### src/rtl/alu_status_stage.sv
// alu_status_stage
// Registered ALU stage that sits after the barrel shifter. The stage computes
// add / sub / AND / NOT-B on ain and bin, then registers the result together
// with the Z, N and V status flags. Both sides use a valid/ready handshake.
//
// Optional feature: define ALU_SKID_EN to add a second (skid) entry.
// With the skid entry, in_ready comes from a register, so there is no
// combinational path from out_ready to in_ready. Without it, the stage has a
// single head register and in_ready = !out_valid || out_ready.
//
// Ports
//   clk, reset            clock; asynchronous active-high reset
//   flush                 synchronous discard of all buffered results
//   in_valid/in_ready     upstream handshake for ain, bin, aluop
//   ain, bin [WIDTH]      operand A (A register), operand B (shifter)
//   aluop [2]             00 add, 01 sub (A-B), 10 AND, 11 NOT B
//   out_valid/out_ready   downstream handshake for c_out and the flags
//   c_out [WIDTH]         result
//   z_out, n_out, v_out   zero, negative, signed overflow
//   ops_done [16]         number of output handshakes, wraps at 2^16
module alu_status_stage #(
  parameter int WIDTH = 16
) (
  input  logic             clk,
  input  logic             reset,
  input  logic             flush,
  input  logic             in_valid,
  output logic             in_ready,
  input  logic [WIDTH-1:0] ain,
  input  logic [WIDTH-1:0] bin,
  input  logic [1:0]       aluop,
  output logic             out_valid,
  input  logic             out_ready,
  output logic [WIDTH-1:0] c_out,
  output logic             z_out,
  output logic             n_out,
  output logic             v_out,
  output logic [15:0]      ops_done
);

  localparam int MSB = WIDTH - 1;

  // Each entry is stored as {v, n, z, result}.
  typedef logic [WIDTH+2:0] entry_t;

  logic [WIDTH-1:0] res;
  logic             res_v;
  entry_t           new_entry;
  entry_t           head_q;
  logic             head_valid;
  logic             accept;
  logic             consume;

  always_comb begin
    res   = '0;
    res_v = 1'b0;
    case (aluop)
      2'b00: begin
        res   = ain + bin;
        res_v = (ain[MSB] == bin[MSB]) && (res[MSB] != ain[MSB]);
      end
      2'b01: begin
        res   = ain + ~bin + WIDTH'(1);
        res_v = (ain[MSB] != bin[MSB]) && (res[MSB] != ain[MSB]);
      end
      2'b10: res = ain & bin;
      default: res = ~bin;
    endcase
    new_entry = {res_v, res[MSB], (res == '0), res};
  end

  assign consume   = head_valid && out_ready;
  assign accept    = in_valid && in_ready;
  assign out_valid = head_valid;
  assign c_out     = head_q[WIDTH-1:0];
  assign z_out     = head_q[WIDTH];
  assign n_out     = head_q[WIDTH+1];
  assign v_out     = head_q[WIDTH+2];

`ifdef ALU_SKID_EN
  entry_t skid_q;
  logic   skid_full;

  // The only combinational term is flush. out_ready never reaches in_ready.
  assign in_ready = !skid_full && !flush;

  always_ff @(posedge clk or posedge reset) begin
    if (reset) begin
      head_q     <= '0;
      head_valid <= 1'b0;
      skid_q     <= '0;
      skid_full  <= 1'b0;
    end else if (flush) begin
      head_valid <= 1'b0;
      skid_full  <= 1'b0;
    end else if (consume) begin
      // accept implies !skid_full, so the skid entry and a new input
      // never compete for the head slot in the same cycle.
      if (skid_full) begin
        head_q    <= skid_q;
        skid_full <= 1'b0;
      end else if (accept) begin
        head_q <= new_entry;
      end else begin
        head_valid <= 1'b0;
      end
    end else if (accept) begin
      if (!head_valid) begin
        head_q     <= new_entry;
        head_valid <= 1'b1;
      end else begin
        skid_q    <= new_entry;
        skid_full <= 1'b1;
      end
    end
  end
`else
  assign in_ready = (!head_valid || out_ready) && !flush;

  always_ff @(posedge clk or posedge reset) begin
    if (reset) begin
      head_q     <= '0;
      head_valid <= 1'b0;
    end else if (flush) begin
      head_valid <= 1'b0;
    end else if (accept) begin
      head_q     <= new_entry;
      head_valid <= 1'b1;
    end else if (consume) begin
      head_valid <= 1'b0;
    end
  end
`endif

  // A consume in the flush cycle still counts.
  always_ff @(posedge clk or posedge reset) begin
    if (reset) begin
      ops_done <= '0;
    end else if (consume) begin
      ops_done <= ops_done + 16'd1;
    end
  end

endmodule

### config.mk
export PLATFORM = sky130hd
export DESIGN_NAME = alu_status_stage
export DESIGN_NICKNAME = d
export VERILOG_FILES = /design/src/rtl/alu_status_stage.sv
export SDC_FILE = /design/constraint.sdc
export NUM_CORES = 1
export LEC_CHECK = 0
export BUFFER_PORTS_ARGS = -buffer_cell sky130_fd_sc_hd__buf_2
export CAP_MARGIN = 40
export CORE_ASPECT_RATIO = 0.9
export CORE_MARGIN = 5
export CORE_UTILIZATION = 34
export DETAILED_ROUTE_END_ITERATION = 7
export PLACE_DENSITY = 0.54
export SYNTH_ARGS = -nofsm -noshare
export SYNTH_HDL_FRONTEND = slang
export SYNTH_SLANG_ARGS = --single-unit
export TNS_END_PERCENT = 10
### constraint.sdc
create_clock -name clk -period 1.7 [get_ports clk]
set_input_delay 0.17 -clock clk [delete_from_list [all_inputs] [get_ports clk]]
set_output_delay 0.17 -clock clk [all_outputs]
set_load 0.005 [all_outputs]
# Word-level counts from Yosys, hierarchy flattened
# Cells that the tools add are included.
# totals
regBits	36
# classes
addsub	4
n_eq_ne	6
n_mux	5
n_bitwise	3
n_reduce_logical	12
# op_table
op	n
$pmux W16 S3	1
$add A16 B1 Y16 const B	2
$add A16 B16 Y16	2
$and A16 B16 Y16	1
$logic_not A16 Y1	1
$not A16 Y16	1
$logic_and A1 B1 Y1	5
$mux W1	3
$ne A1 B1 Y1	3
$reduce_bool A3 Y1	1
$eq A2 B1 Y1 const B	1
$eq A2 B2 Y1 const B	1
$logic_not A1 Y1	2
$logic_not A2 Y1	1
$pmux W1 S2	1
$reduce_and A2 Y1	1
$eq A1 B1 Y1	1
$logic_or A1 B1 Y1	1
$not A1 Y1	1

# Longest topological paths before layout
# Gate-level depths: netlist (run 1).
# depth
ltp_word	6
depth_mapped	13
depth_no_buf	13

# Worst setup path after synthesis (run 1)
# No wires, ideal clock.
# synth_path
path_type	input port to flip-flop
from	input port ain[0]
to	register head_q[16]
setup_time_ns	0.117
t_arrival_ns	2.203
t_required_ns	1.583
path_slack_ns	-0.620
cell_stages	11
path_buffers	0
cell_sequence	ha_1 fa_1 nor2b_1 o21ai_0 nand4_1 and3_1 o311a_1 a221oi_1 nor4_2 nand4_1 nand2_1
# synth_via
elab_chain_cells	4
# synth_rtl
element	line_no	source
from (decl)	29	input logic [WIDTH-1:0] ain,
$add A16 B16 Y16	63	res = ain + ~bin + WIDTH'(1);
$add A16 B1 Y16	63	
$pmux W16 S3 *	57	case (aluop)
$logic_not A16 Y1 *	69	new_entry = {res_v, res[MSB], (res == '0), res};
to (signal assigned)	127	head_q <= new_entry;
to (decl)	49	entry_t head_q;
# Every way passes the cells marked *; elsewhere a longest branch is shown, timed or not.
# A chain may end at the register's enable or synchronous reset.

# Worst setup path after layout (run 1)
# layout_path
from	input port bin[0]
to	register head_q[16]
# layout_via
elab_chain_cells	5
# layout_rtl
element	line_no	source
from (decl)	30	input logic [WIDTH-1:0] bin,
$not A16 Y16	63, 67	
$add A16 B16 Y16	63	
$add A16 B1 Y16	63	
$pmux W16 S3 *	57	
$logic_not A16 Y1 *	69	
# Marked as above.

==> run metrics, run 1 <==
Slowest cell on crit path=fa_1; gr ovfl total=0; share of cells above drive strength 1=0.4576; H-tree depth=2; CP startpoint kind=input port; EDFF count, synth=0; top cell type's share of synthesized area=0.2410; Vias=4057; n_diodes=0; Hold Slack=~0.15 ns; WL final=~12000 µm; Crit path buffers/inverters=1; first-pass GRT wire length=20240 µm; PortBufs=75; slowest stage delay, CP=0.38 ns; Placed Cells=763; clk slew on worst S/H paths=0.05 ns; final number of setup-violating endpoints=15; Iter 0 DRT Violations=304; largest cells by area after synthesis=dfrtp_1 (24%), ha_1 (11%), nand2_1 (4.8%); min-delay worst type=input port to register; synthesized flop and latch total=35; cell family with most CP delay=simple AND/OR/NAND/NOR gates; Synth area leader=dfrtp_1; core area=roughly 10000 µm²; fill count=about 960; Worst-Margin Slew=approximately 0.48 ns; Async SR Flop Fraction=1.000; Data required, critical path=1.92 ns; failing checks=negative setup slack; kind of end point of the critical path=register; clock buffer depth=2; Unique masters post-synth=72; Seq/Total Area, Yosys=0.2410; CTS Buf Count=5; clock skew=0.005374 ns; CTS tree=done; Clock Sinks=35; yosys warns=0; DP Wirelength=9790 µm; Post-synth top flop=dfrtp_1; gr usage total=0.1908; multi-input logic area=2798 µm²; DIE WIDTH=119.0 µm; Die H=approximately 110 µm; Lkg Pwr=2.737 nW; Remaining DRCs=0; cell breakdown of the critical path=buf_4 -> ha_1 -> fa_1 -> nor2b_1 -> o21ai_2 -> nand4_1 -> and3_4 -> o31ai_1 -> a221oi_2 -> nor4_2 -> nand4_1 -> nand2_1; number of I/O pins=76; peak supply drop=0.4188 mV; Max Slew Vio Count=0; final hold violation count=0; drt pass-1 iters=5; number of global-route vias before repair=4204; setup TNS=-4.154 ns; CTS root buf=clkbuf_16; CP dominant cell by count=nand4_1; pre-CTS setup slack=-0.9929 ns; syn avg cell area=about 8.2 µm²; Sequential Area=875.8 µm²; most common cell in the netlist=nand2_1; wire per inst=15.61 µm; CP arrival=~2.5 ns; vias per cell=5.215; Final Cycle Share=1.334; outcome=finished with violations; RSZ-0062 raised after global routing=true; Die ar.=12860 µm²; Crit Path Class=input port to register; post-route setup slack=-0.5676 ns; MaxCap Viol Count=0; Site Rows=35; pwr/cell area=between 600 and 700 nW/µm²; Syn Inst Count=about 440; Cell Area, Synth=~3600 µm²; Initial Utilization=0.3516; Worst-Skew Late Latency=0.28 ns; Layout Cells excl Fill=between 700 and 800; # nets final=722; largest net degree at the start of global routing=36; RePlAce Congestion=0.8732; fmax=approximately 0.44 GHz; max_slew headroom=0.6760; Area Growth Syn to Fin=55.72%; antenna violations before repair=0; Final min period=2.268 ns; worst-path fanout max=3; ANT nets after route=0; Syn Nets=516; top cells by count, synth=nand2_1 (46), nor2_1 (42), dfrtp_1 (35)
==> cell usage in the layout, fill, tap and decap left out, types with 3 or more instances in the layout <==
cell type and n:
buf_4 140, inv_1 25, nand2_1 46, a21oi_1 24, o21bai_1 4, ha_4 10
nor2b_1 9, mux2_2 4, o21a_1 5, mux2i_1 7, ha_1 20, nor2_1 42
nor3_1 9, a2111oi_2 3, nand3_1 18, dfrtp_1 35, clkbuf_16 5, nand4_1 5
o21ai_1 7, inv_4 4, o31ai_1 4, xnor2_1 16, a21o_1 6, o211ai_1 8
xor2_1 9, buf_2 68, a21oi_2 6, inv_2 5, o21ai_0 17, nand2b_1 3
buf_6 8, a31oi_1 4
==> flip-flops by register name, summed over array words and instances, names as in the netlist <==
signal	cells
head_q	18
ops_done	16
out_valid	1
==> tightest hold or removal path, cell delays in order <==
cell    delay, ns
buf_2        0.09
buf_4        0.09
nor2_1       0.04
==> area by class of cell <==
class	count	area share
well taps	129	0.02853
inverters	34	0.02433
repair buffers	219	0.2698
flip-flops and latches	35	0.1548
clock buffers	6	0.02278
clock inverters	1	0.005307
multi-input cells	354	0.4945
==> through the flow <==
step | area, µm² | power (mW) | utilization
finish | 5658 | 3.862 | 0.5475
detailed placement | 5046 | 2.672 | 0.4883
CTS | 5524 | 3.815 | 0.5345
floorplan | 3640 | 1.911 | -
global route | 5658 | 4.114 | 0.5475
global placement | 5046 | 2.634 | 0.4883
==> power by group <==
group | internal, mW | total, mW | switching [mW]
registers | 0.978 | 1.11 | 0.133
logic | 0.897 | 1.74 | 0.848
clock network | 0.683 | 1.01 | 0.323
==> per-layer routing <==
layer	wire length (µm)	global-route usage
met1	5514	0.2474
met2	5836	0.3379
met3	630	0.03243
met4	165	0.03557
met5	0	0
==> cells by family (layout without fill, tap and decap cells) <==
group	Yosys count	in the layout	synth area share
AOI/OAI and AO/OA	120	120	0.2345
adders and majority gates	34	34	0.1212
and+or+nand+nor	162	162	0.2187
buffers and inverters	54	260	0.08023
DFF	35	35	0.2410
muxes	13	13	0.04408
xor gates and xnor gates	25	25	0.06026
==> what timing repair did <==
| action | 4_1_cts | 5_1_grt |
|---|---|---|
| hold buffers | 1 | 0 |
| hold endpoints to repair | 20 | 0 |
| pin swaps | 19 | 26 |
| setup buffers | 6 | 1 |
| cloned | 0 | 0 |
| endpoints found under the setup margin | 15 | 15 |
| gates resized for setup | 54 | 31 |
==> worst paths after layout <==
path	start	endpoint	slack, ns	cells after the start
min in group asynchronous	reset	ops_done[13]	0.54	4
worst min register to register	ops_done[15]	ops_done[15]	0.47	1
worst min-delay path	flush	out_valid	0.15	3
max in group asynchronous	reset	ops_done[1]	0.85	4
worst max register to register	out_valid	head_q[16]	-0.32	9
worst max-delay path	bin[0]	head_q[16]	-0.57	12
Note: power is estimated with default switching activity, not from simulation.
==> inputs of run 2 (changes only) <==
--- a/config.mk
+++ b/config.mk
@@ -5,13 +5,14 @@
 export SDC_FILE = /design/constraint.sdc
 export NUM_CORES = 1
 export LEC_CHECK = 0
+export ABC_AREA = 1
 export BUFFER_PORTS_ARGS = -buffer_cell sky130_fd_sc_hd__buf_2
 export CAP_MARGIN = 40
 export CORE_ASPECT_RATIO = 0.9
 export CORE_MARGIN = 5
 export CORE_UTILIZATION = 34
 export DETAILED_ROUTE_END_ITERATION = 7
-export PLACE_DENSITY = 0.54
+export PLACE_DENSITY = 0.53
 export SYNTH_ARGS = -nofsm -noshare
 export SYNTH_HDL_FRONTEND = slang
 export SYNTH_SLANG_ARGS = --single-unit
==> run metrics, run 2 <==
Worst R2R Path Depth=14 (+5); GRT Max-Usage Layer=met2; Lkg Pwr=3.187 nW (+16%); outcome=finished with violations; RSZ-0062 raised after global routing=true; PortBufs=75 (unchanged); Crit Path Class=input port to register; Syn Nets=705 (+37%); top cells by count, synth=nand2_1 (187), inv_1 (86), nand3_1 (84); n_diodes=0 (unchanged); Final min period=1.846 ns (-0.4220 ns); commonest non-fill, non-tap cell in the layout=nand2_1; GRT met2 Usage=0.3080 (-0.02988); Slowest cell on crit path=fa_2; grt met3 use=0.03172 (-0.0007104); cell family with most CP delay=simple AND/OR/NAND/NOR gates; RePlAce Congestion=0.9430 (+8.0%); reg-to-reg endpoint=head_q[16]; Cell Area, Synth=4129 µm² (+14%); ANT nets after route=0 (unchanged); clk slew on worst S/H paths=0.05 ns (about the same); CP dominant cell by count=nand3_1; cell breakdown of the critical path=buf_8 -> inv_4 -> ha_4 -> inv_4 -> fa_2 -> or2_1 -> nand3_1 -> nand4_1 -> nor2_2 -> nand3_1 -> nor2_1 -> nand3_1 -> nor2_2 -> nand3_1 -> nand2_1; MaxCap Viol Count=0 (unchanged); design area=5901 µm² (+4.3%); final number of setup-violating endpoints=1 (-14); worst-path fanout max=3 (unchanged); DIE WIDTH=126.2 µm (+6.0%); gr usage total=0.1861 (-0.004662); Area Growth Syn to Fin=42.91%; Async SR Flop Fraction=1.000 (unchanged); kind of end point of the critical path=register; Site Rows=38 (+8.6%); WL final=13420 µm (+10%); vias per cell=4.655 (-11%); CP startpoint kind=input port; max FFs per register=18 (unchanged); failing checks=negative hold slack, negative setup slack; gr ovfl total=0 (unchanged); Hold Slack=-0.009218 ns (-0.1589 ns); Die H=114.5 µm (+6.0%); fill count=1243 (+30%); Clock Sinks=35 (unchanged); Worst-Margin Slew=0.4452 ns (-0.03571 ns); DP Wirelength=11230 µm (+15%); synthesized flop and latch total=35 (unchanged); EDFF count, synth=0 (unchanged); fmax=0.5418 GHz (+23%); slowest stage delay, CP=0.36 ns (-0.02 ns); number of I/O pins=76 (unchanged); CP arrival=2.06 ns (-0.42 ns); most common cell in the netlist=nand2_1; largest cells by area after synthesis=dfrtp_1 (21%), nand2_1 (17%), nand3_1 (10%); dpl cell area=5459 µm² (+8.2%); syn avg cell area=6.533 µm² (-20%); Vias=4534 (+12%); Seq/Total Area, Yosys=0.2121 (-0.02893); Unique masters post-synth=42 (-42%); CTS Buf Count=5 (unchanged); multi-input logic area=2929 µm² (+4.7%); met1 global-route usage=0.2473 (about the same); commonest non-fill, non-tap cells in the layout=nand2_1 (177), buf_4 (114), inv_1 (82); clock skew=0.003403 ns (-0.001971 ns); yosys warns=0 (unchanged); CTS root buf=clkbuf_16; min-delay worst type=input port to async pin; Syn Inst Count=632 (+43%); Data required, critical path=1.91 ns (about the same); CTS tree=done; Sequential Area=875.8 µm² (unchanged); Biggest register=head_q; Die ar.=14450 µm² (+12%); core area=11980 µm² (+16%); Synth area leader=dfrtp_1; clock buffer depth=2 (unchanged); H-tree depth=2 (unchanged); pwr/cell area=637.7 nW/µm² (-6.6%); top cell type's share of synthesized area=0.2121 (-0.02893); Crit path buffers/inverters=3 (+2); antenna violations before repair=0 (unchanged); Initial Utilization=0.3446 (-0.006962); Max Slew Vio Count=0 (unchanged); drt pass-1 iters=5 (unchanged); reg-to-reg slack, setup=-0.10 ns (+0.22 ns); Post-synth top flop=dfrtp_1; largest net degree at the start of global routing=36 (unchanged); Worst-Skew Late Latency=0.27 ns (about the same); Crit path depth=15 (+3); final hold violation count=32 (+32); max_slew headroom=0.7032 (+0.02720); worst reg2reg startpoint=out_valid; share of cells above drive strength 1=0.3870 (-0.07065); post-route setup slack=-0.1456 ns (+0.4220 ns); wire per inst=13.78 µm (-12%); number of global-route vias before repair=4539 (+8.0%); first-pass GRT wire length=22110 µm (+9.2%); Final Cycle Share=1.086 (-0.2482); peak supply drop=0.6211 mV (+48%); Iter 0 DRT Violations=230 (-24%); Remaining DRCs=0 (unchanged); Post-CTS Hold Buffers=0 (-1); # nets final=887 (+23%)
-- run 2: changes by cell type in the layout (fill, tap and decap cells not counted), sizes merged, moves of 12 or more --
cell,change
nand3,+73
inv,+64
nand4,+12
nand2,+156
buf,-22
-- run 2: per-stage QoR --
step	utilization	TNS (ns)	worst slack [ns]	total power, mW	cells
2_1_floorplan	-	0	0.00008726	1.992	632
3_3_place_gp	0.4556	-4.347	-0.5799	2.740	960
3_5_place_dp	0.4556	-4.538	-0.5635	2.753	960
4_1_cts	0.4756	-0.1178	-0.1178	3.704	971
5_1_grt	0.4925	-0.7922	-0.2909	4.063	974
6_report	0.4925	-0.1456	-0.1456	3.763	974
-- run 2: timing repair --
item | 4_1_cts | 5_1_grt
buffers inserted | 4 | 3
pin swaps | 12 | 19
hold endpoints to repair | 0 | 0
setup endpoints to repair | 12 | 16
gates resized for setup | 16 | 44
-- run 2: final cells by class --
| class | count | area share |
|---|---|---|
| multi-input combinational | 474 | 0.4964 |
| timing repair buffer | 196 | 0.2307 |
| sequential | 35 | 0.1484 |
| inverter | 102 | 0.06616 |
| tap | 160 | 0.03393 |
| clock buffer | 6 | 0.02354 |
| clock inverter | 1 | 0.0008482 |
-- run 2: how the worst max path moves through the flow --
stage	start	endpoint	slack, ns
CTS	ain[0]	head_q[16]	-0.12
floorplan	ain[0]	head_q[16]	0.00009
finish	ain[0]	head_q[16]	-0.15
global route	ain[0]	head_q[16]	-0.29
global placement	bin[6]	head_q[16]	-0.58
detailed placement	bin[2]	head_q[16]	-0.56
-- run 2: power by group --
group / internal [mW] / switching (mW)
Combinational: 0.863 / 0.953
Sequential: 0.968 / 0.0950
Clock: 0.571 / 0.314
Total: 2.40 / 1.36
-- run 2: logic make-up (layout without fill, tap and decap cells) --
logic type               after synthesis  in the layout  synth area share
XOR/XNOR                              15             15           0.03364
flip-flops                            35             35            0.2121
adder cells (fa/ha/maj)               34             34            0.1067
multiplexers                           1              1          0.002727
AO/OA/AOI/OAI                         47             47           0.06697
buffers and inverters                123            305            0.1361
AND/OR/NAND/NOR                      377            377            0.4418
-- run 2: routing by layer --
metal / up-vias / part of all wire
met4: 0 / 0.028
li1: 2355 / -
met5: - / 0
met1: 2038 / 0.46
met2: 115 / 0.46
met3: 26 / 0.047
-- run 2: worst reg2reg max path, cell delays in order (launching register included) --
cell      delay, ns
dfrtp_1        0.43
inv_1          0.07
nor2_1         0.06
nor3_2         0.11
buf_4          0.14
nand2_2        0.05
clkinv_1       0.05
nand2_1        0.06
nor2_2         0.14
nand3_1        0.09
nor2_1         0.14
nand3_1        0.11
nor2_2         0.15
nand3_1        0.09
nand2_1        0.06
